## config.mk

```make
export PLATFORM = sky130hd
export DESIGN_NAME = pc_fetch_unit
export DESIGN_NICKNAME = d
export VERILOG_FILES = /design/src/rtl/pc_fetch_unit.sv
export SDC_FILE = /design/constraint.sdc
export NUM_CORES = 1
export LEC_CHECK = 0
export ABC_AREA = 1
export BUFFER_PORTS_ARGS = -buffer_cell sky130_fd_sc_hd__buf_2
export CAP_MARGIN = 25
export CORE_MARGIN = 2
export CORE_UTILIZATION = 32
export DETAILED_ROUTE_END_ITERATION = 16
export SYNTH_ARGS = -nofsm -noshare
export SYNTH_HDL_FRONTEND = slang
export SYNTH_SLANG_ARGS = --single-unit
```

## constraint.sdc

```tcl
create_clock -name clk -period 5.8 [get_ports clk]
set_clock_uncertainty 0.05 [all_clocks]
set_input_delay 0 -clock clk [delete_from_list [all_inputs] [get_ports clk]]
set_output_delay 0 -clock clk [all_outputs]
set_load 0.02 [all_outputs]
```

## src/rtl/pc_fetch_unit.sv

```systemverilog
// pc_fetch_unit: program-counter and fetch sequencing stage for the
// single-cycle MIPS core. It produces the fetch address and applies stall,
// branch, jump and jump-register redirects. Fetch stops when the halt
// instruction is presented on an advancing cycle.
//
// Optional feature macro: FETCH_PERF_EN. When it is defined, the fetch and
// stall performance counters are built. When it is undefined, both counter
// ports read as zero and no counter flops exist.
//
// Ports:
//   clk            in   system clock, all state on the rising edge
//   reset          in   synchronous active-high reset
//   stall          in   hold pc this cycle; redirects are ignored
//   branch_taken   in   take the PC-relative branch
//   branch_offset  in   signed word offset, relative to pc+4
//   jump           in   take the J-format jump
//   jump_target    in   J-format 26-bit target index
//   jump_reg       in   take the register jump
//   jr_target      in   register jump address
//   instr_in       in   instruction word at the current pc
//   pc             out  current fetch address
//   pc_plus4       out  pc + 4, combinational, wraps mod 2^32
//   valid          out  pc/instr_in pair is a live instruction
//   halted         out  fetch stopped on the halt instruction
//   addr_err       out  one-cycle pulse after accepting a misaligned jr_target
//   fetch_count    out  advancing cycles, including the halting one
//   stall_count    out  RUN cycles with stall asserted
module pc_fetch_unit #(
    parameter logic [31:0] RESET_PC   = 32'h0000_0000,
    parameter logic [31:0] HALT_INSTR = 32'h0000_000C
) (
    input  logic        clk,
    input  logic        reset,
    input  logic        stall,
    input  logic        branch_taken,
    input  logic [15:0] branch_offset,
    input  logic        jump,
    input  logic [25:0] jump_target,
    input  logic        jump_reg,
    input  logic [31:0] jr_target,
    input  logic [31:0] instr_in,
    output logic [31:0] pc,
    output logic [31:0] pc_plus4,
    output logic        valid,
    output logic        halted,
    output logic        addr_err,
    output logic [31:0] fetch_count,
    output logic [31:0] stall_count
);

    typedef enum logic [1:0] {
        ST_BOOT = 2'd0,
        ST_RUN  = 2'd1,
        ST_HALT = 2'd2
    } state_t;

    state_t      r_state;
    state_t      w_next_state;
    logic [31:0] r_pc;
    logic [31:0] w_next_pc;
    logic        r_addr_err;
    logic        w_next_addr_err;
    logic        w_advance;
    logic [31:0] w_pc_plus4;
    logic [31:0] w_branch_disp;

    assign w_pc_plus4    = r_pc + 32'd4;
    assign w_advance     = (r_state == ST_RUN) && !stall;
    // Word offset scaled to a byte displacement; the sum wraps mod 2^32.
    assign w_branch_disp = {{14{branch_offset[15]}}, branch_offset, 2'b00};

    always_ff @(posedge clk) begin
        if (reset) begin
            r_state    <= ST_BOOT;
            r_pc       <= RESET_PC;
            r_addr_err <= 1'b0;
        end else begin
            r_state    <= w_next_state;
            r_pc       <= w_next_pc;
            r_addr_err <= w_next_addr_err;
        end
    end

    always_comb begin
        w_next_state    = r_state;
        w_next_pc       = r_pc;
        w_next_addr_err = 1'b0;
        case (r_state)
            ST_BOOT: begin
                w_next_state = ST_RUN;
            end
            ST_RUN: begin
                if (w_advance) begin
                    // The halt instruction wins over any redirect in the same
                    // cycle, and pc keeps pointing at it.
                    if (instr_in == HALT_INSTR) begin
                        w_next_state = ST_HALT;
                    end else if (jump_reg) begin
                        w_next_pc       = {jr_target[31:2], 2'b00};
                        w_next_addr_err = |jr_target[1:0];
                    end else if (jump) begin
                        w_next_pc = {w_pc_plus4[31:28], jump_target, 2'b00};
                    end else if (branch_taken) begin
                        w_next_pc = w_pc_plus4 + w_branch_disp;
                    end else begin
                        w_next_pc = w_pc_plus4;
                    end
                end
            end
            ST_HALT: begin
                w_next_state = ST_HALT;
            end
            default: begin
                w_next_state = ST_BOOT;
            end
        endcase
    end

`ifdef FETCH_PERF_EN
    logic [31:0] r_fetch_count;
    logic [31:0] r_stall_count;

    // Counting is gated on RUN, so both counters freeze in BOOT and HALT.
    always_ff @(posedge clk) begin
        if (reset) begin
            r_fetch_count <= 32'd0;
            r_stall_count <= 32'd0;
        end else begin
            if (w_advance) begin
                r_fetch_count <= r_fetch_count + 32'd1;
            end
            if ((r_state == ST_RUN) && stall) begin
                r_stall_count <= r_stall_count + 32'd1;
            end
        end
    end

    assign fetch_count = r_fetch_count;
    assign stall_count = r_stall_count;
`else
    assign fetch_count = 32'h0;
    assign stall_count = 32'h0;
`endif

    assign pc       = r_pc;
    assign pc_plus4 = w_pc_plus4;
    assign valid    = (r_state == ST_RUN);
    assign halted   = (r_state == ST_HALT);
    assign addr_err = r_addr_err;

endmodule

```

* After elaboration in Yosys (flattened, before gate mapping) *
Cells that the tools add are included.

word-level totals
  input bits = 112
  logic and storage cells = 27
  register bits after elaboration = 35
  output and inout bits = 131

operators by class
  bitwise gates (word level) = 4
  add/subtract/negate cells = 2
  reduce and logical (&&, ||, !) cells = 7
  multiplexer cells = 6
  equal/unequal tests = 5

operators by type and width
  kind                                                               count
  32-bit 2-to-1 mux                                                  3
  32-bit by 3-bit adder with 32-bit output (second input constant)   1
  32-bit adder                                                       1
  32-bit by 4-bit == test with 1-bit output (second input constant)  1
  2-bit case mux with 3 select lines                                 1
  5-bit OR reduction                                                 1
  2-bit 2-to-1 mux                                                   2
  2-bit by 1-bit != test with 1-bit output (second input constant)   2
  1-bit NOT                                                          4
  3-bit AND reduction                                                1
  2-bit by 1-bit == test with 1-bit output (second input constant)   1
  2-bit == test (second input constant)                              1
  2-bit logical NOT                                                  1
  2-bit AND reduction                                                1
  2-bit OR reduction                                                 1
  1-bit logical AND                                                  1
  1-bit logical NOT                                                  1

* Logic depth before layout (Yosys ltp) *
  depth after elaboration = 5
  depth in mapped cells = 25
  depth with buffers taken out = 25

* Least setup slack after synthesis *
No wires, ideal clock.

  path type = reg-to-reg
  start point = reg r_pc[2] (netlist: pc[2])
  end point = reg r_pc[18] (netlist: pc[18])
  arrival = 2,924 ps
  setup time = 120 ps
  path buffers = 0
  slack = 2,706 ps
  cell stages (with the launch flop) = 18
  cells stage by stage = dfxtp_1 -> ha_1 -> nand2_1 -> nor2_2 -> nand2_2 -> xnor2_1 -> ha_1 -> nand2_1 -> inv_1 -> a21oi_1 -> nand2_1 -> nand2_1 -> nand2_1 -> xor2_1 -> o21ai_0 -> nand2_1 -> nand2_1 -> a21oi_1

between the ends
  word-level cells in the longest chain between the ends = 5

ends and longest elaborated chain
  item                                      RTL line  RTL
  from (decl)                               59        logic [31:0] r_pc;
  from (signal assigned)                    79        r_pc <= w_next_pc;
  32-bit by 3-bit adder with 32-bit output  67        assign w_pc_plus4 = r_pc + 32'd4;
  named net pc_plus4[8]                     43        output logic [31:0] pc_plus4,
  32-bit adder                              104       w_next_pc = w_pc_plus4 + w_branch_disp;
  32-bit 2-to-1 mux                         103       end else if (branch_taken) begin
  32-bit 2-to-1 mux                         101       end else if (jump) begin
  32-bit 2-to-1 mux                         98        end else if (jump_reg) begin

The timed path passes the listed nets, and every way through them passes these cells.
A chain may end at the register's enable or synchronous reset.

* Worst setup path after layout *
  start point = reg r_pc[2] (netlist: pc[2])
  end point = reg r_pc[16] (netlist: pc[16])

between the ends
  word-level cells in the longest chain between the ends = 5

ends and longest elaborated chain
  item                                        RTL line
  32-bit by 3-bit adder with 32-bit output *  67
  32-bit adder                                104
  32-bit 2-to-1 mux *                         103
  32-bit 2-to-1 mux *                         101
  32-bit 2-to-1 mux *                         98

Mark *: on every way between the ends. The rest lies on a longest branch, timed or not.

==> impl_metrics.tcl <==
set metrics [dict create \
    die_width_um 139.1 \
    cts-resized-gates 0 \
    drt-total-wl_um 22430 \
    avgViaCountPerCell 4.728 \
    areaGrowthSynthToFinish_pct 19.96 \
    wire_per_inst_um 14.99 \
    dp_slack_ns 2.189 \
    status "completed" \
    cpMaxStageDelayCell "dlygate4sd3_1" \
    crit_fanout 6 \
    grt_max_degree 45 \
    final_common_cell "nand2_1" \
    final-hold-violation-count 0 \
    grt_util_all_layers_pct 21.94 \
    cts_sinks 33 \
    ios 243 \
    syn_area_per_cell_um2 5.335 \
    start_util_pct 32.60 \
    ys_types 42 \
    cpLargestDelayFamily "simple AND/OR/NAND/NOR gates" \
    worstPathArrival_ns 3.95 \
    cts_root_buffer "clkbuf_16" \
    dpl.hpwl_um 18940 \
    final_cell_mix "365 x nand2_1, 174 x buf_2, 157 x inv_1, 123 x nor2_1, 80 x a21oi_1" \
    clk_transition_reported_paths_ns 0.06 \
    hold_path_class "in -> reg" \
    ys_ff_latch 33 \
    cts_tree "built" \
    yosysWarnings 0 \
    grt_pass1_vias 6433 \
    dr.pass1.iters 5 \
    crit_path_cell_trace "ha_1, nand2_1, nor2_1, nand3_1, xor2_1, inv_1, ha_1, nand2_1, inv_1, nand2_1, nand2_1, inv_1, nand2_1, a31oi_1, xnor2_1, o21ai_0, a21oi_1, dlygate4sd3_1" \
    dp.cells 1474 \
    fin_ws_ns 1.965 \
    cts_buffers 5 \
    max_freq_ghz 0.2608 \
    fin_crit_sh_pct 66.12 \
    maxSlewViolCount 0 \
    fin_cells 1496 \
    cap_violations 0 \
    insertion_delay_ns 0.29 \
    gp_congestion 0.8963 \
    htree_num_levels 2 \
    worstSetupStartpointType "flop" \
    fill_cells 2088 \
    tightest_slew_ns 0.8073 \
    num_antenna_cells 0 \
    grt_setup_unrepaired "no" \
    nets 1418 \
    die_area_mm2 0.01934 \
    postRouteAntennaNets 0 \
    powerDensity_mw_per_mm2 250.9 \
    synthCells 1094 \
    setup-tns-final_ns 0 \
    cts_buffer_depth 2 \
    final_util_pct 39.11 \
    antenna_found_initial 0 \
    rows 49 \
    core-area_mm2 0.01790 \
    layout-drive-gt1-share_pct 16.02 \
    setup_viol 0 \
    slowest_delay_ns 0.56 \
    crit_top_cell "nand2_1" \
    cts_setup_buffers 0 \
    grt-ovfl-total 0 \
    slew_headroom_pct 45.99 \
    die_h_um 139.1 \
    via_count 7073 \
    drt-initial-drc-count 461 \
    grt_pass1_wl_um 33800 \
    netlist_area_mm2 0.005837 \
    port_buffers 174 \
    worstPathRequired_ns 5.92 \
    leakagePower_uw 0.004102 \
    path_class "reg -> reg" \
    fin_hold_ws_ns 0.007960 \
    irDropWorstVdd_mv 0.1741 \
    worstSetupEndpointType "flop" \
    path_buf_inv 4 \
    layout_min_cycle_time_ns 3.835 \
    drcViolationCount 0 \
    yosysSeqAreaShare_pct 11.32 \
]
[sequential cells by signal (all words and copies together), names as in the netlist]
| register | cells |
|---|---|
| addr_err | 1 |
| pc | 30 |
| r_state | 2 |
[through the flow]
stage	power, uW	instance area (um^2)
finish	1757	7002
global route	1889	7002
floorplan	1083	6088
CTS	1754	7002
detailed placement	1387	6671
global placement	1387	6644
[path summary, 6_finish.rpt]
check                     start  endpoint  slack [ns]  depth (start not counted)
setup reg to reg          pc[2]    pc[16]        1.97                         18
setup / recovery          pc[2]    pc[16]        1.97                         18
hold / removal    jr_target[17]    pc[17]       0.008                          3
hold reg to reg          pc[31]    pc[31]        0.47                          2
[power breakdown]
group	internal [uW]	total, uW	switching, uW
logic	338	1060	722
registers	273	345	72.6
clock network	245	352	106
[worst reg2reg max path: cells and delay by family (launching register included)]
family                     cells  cell delay [ns]
AOI/OAI and AO/OA              3             0.57
xor gates and xnor gates       2             0.29
DFF                            1             0.43
adders and majority gates      2             0.64
buffers and inverters          4             0.80
and+or+nand+nor                7             0.95
[synthesized netlist by cell type]
master,n,area share [%]
o21ai_1,6,0.51
clkbuf_1,15,0.96
inv_2,2,0.13
o211ai_1,4,0.51
buf_2,4,0.34
nor2_4,1,0.19
ha_1,39,8.4
nor3_1,10,0.86
o21ai_0,34,2.9
a211oi_1,2,0.26
nand3b_1,3,0.39
nor2_8,1,0.34
o31ai_1,1,0.13
nor4_1,2,0.21
o22ai_1,1,0.11
dfxtp_1,33,11
nand2_2,8,0.86
o21bai_2,1,0.19
a21oi_1,80,6.9
and2_1,2,0.21
nand4_1,14,1.5
clkinv_1,2,0.13
inv_1,157,10
nor2_1,123,7.9
buf_1,4,0.26
conb_1,1,0.064
buf_4,68,8.7
a311oi_1,2,0.30
or2_2,3,0.32
o21bai_1,3,0.39
nand2_1,365,23
a21oi_2,2,0.30
a21o_1,1,0.13
and3_1,1,0.11
nor3_4,1,0.28
a31oi_1,2,0.21
nand3_1,69,5.9
nor2_2,1,0.11
xor2_1,18,2.7
xnor2_1,5,0.75
fa_1,1,0.34
o221ai_1,2,0.30
[layout make-up]
type / instances / area (um^2) / area share (%)
multi-input combinational: 876 / 4222 / 60.29
clock inverter: 3 / 65.06 / 0.9292
sequential: 33 / 660.6 / 9.435
timing repair buffer: 189 / 1039 / 14.83
tap: 229 / 286.5 / 4.092
inverter: 161 / 604.3 / 8.631
clock buffer: 5 / 125.1 / 1.787
[logic make-up (layout without fill, tap and decap cells)]
logic type	count (synthesis)	after routing	synth area share (%)
AOI/OAI and AO/OA	141	141	13.12
and+or+nand+nor	604	604	42.68
other	1	68	0.06425
xor gates and xnor gates	23	23	3.451
DFF	33	33	11.32
buffers and inverters	252	358	20.66
adders and majority gates	40	40	8.703
[routing by layer]
| metal | vias up | track usage (%) | routed length [um] |
|---|---|---|---|
| li1 | 3643 | - | - |
| met2 | 265 | 39.59 | 10900 |
| met5 | - | 0 | 0 |
| met4 | 0 | 4.891 | 380 |
| met3 | 19 | 1.934 | 1353 |
| met1 | 3146 | 28.37 | 9796 |
[timing repair]
item,4_1_cts,5_1_grt
hold buffers,14,0
endpoints found under the hold margin,13,0
setup endpoints to repair,0,0
Power figures use the tool's default switching activity.
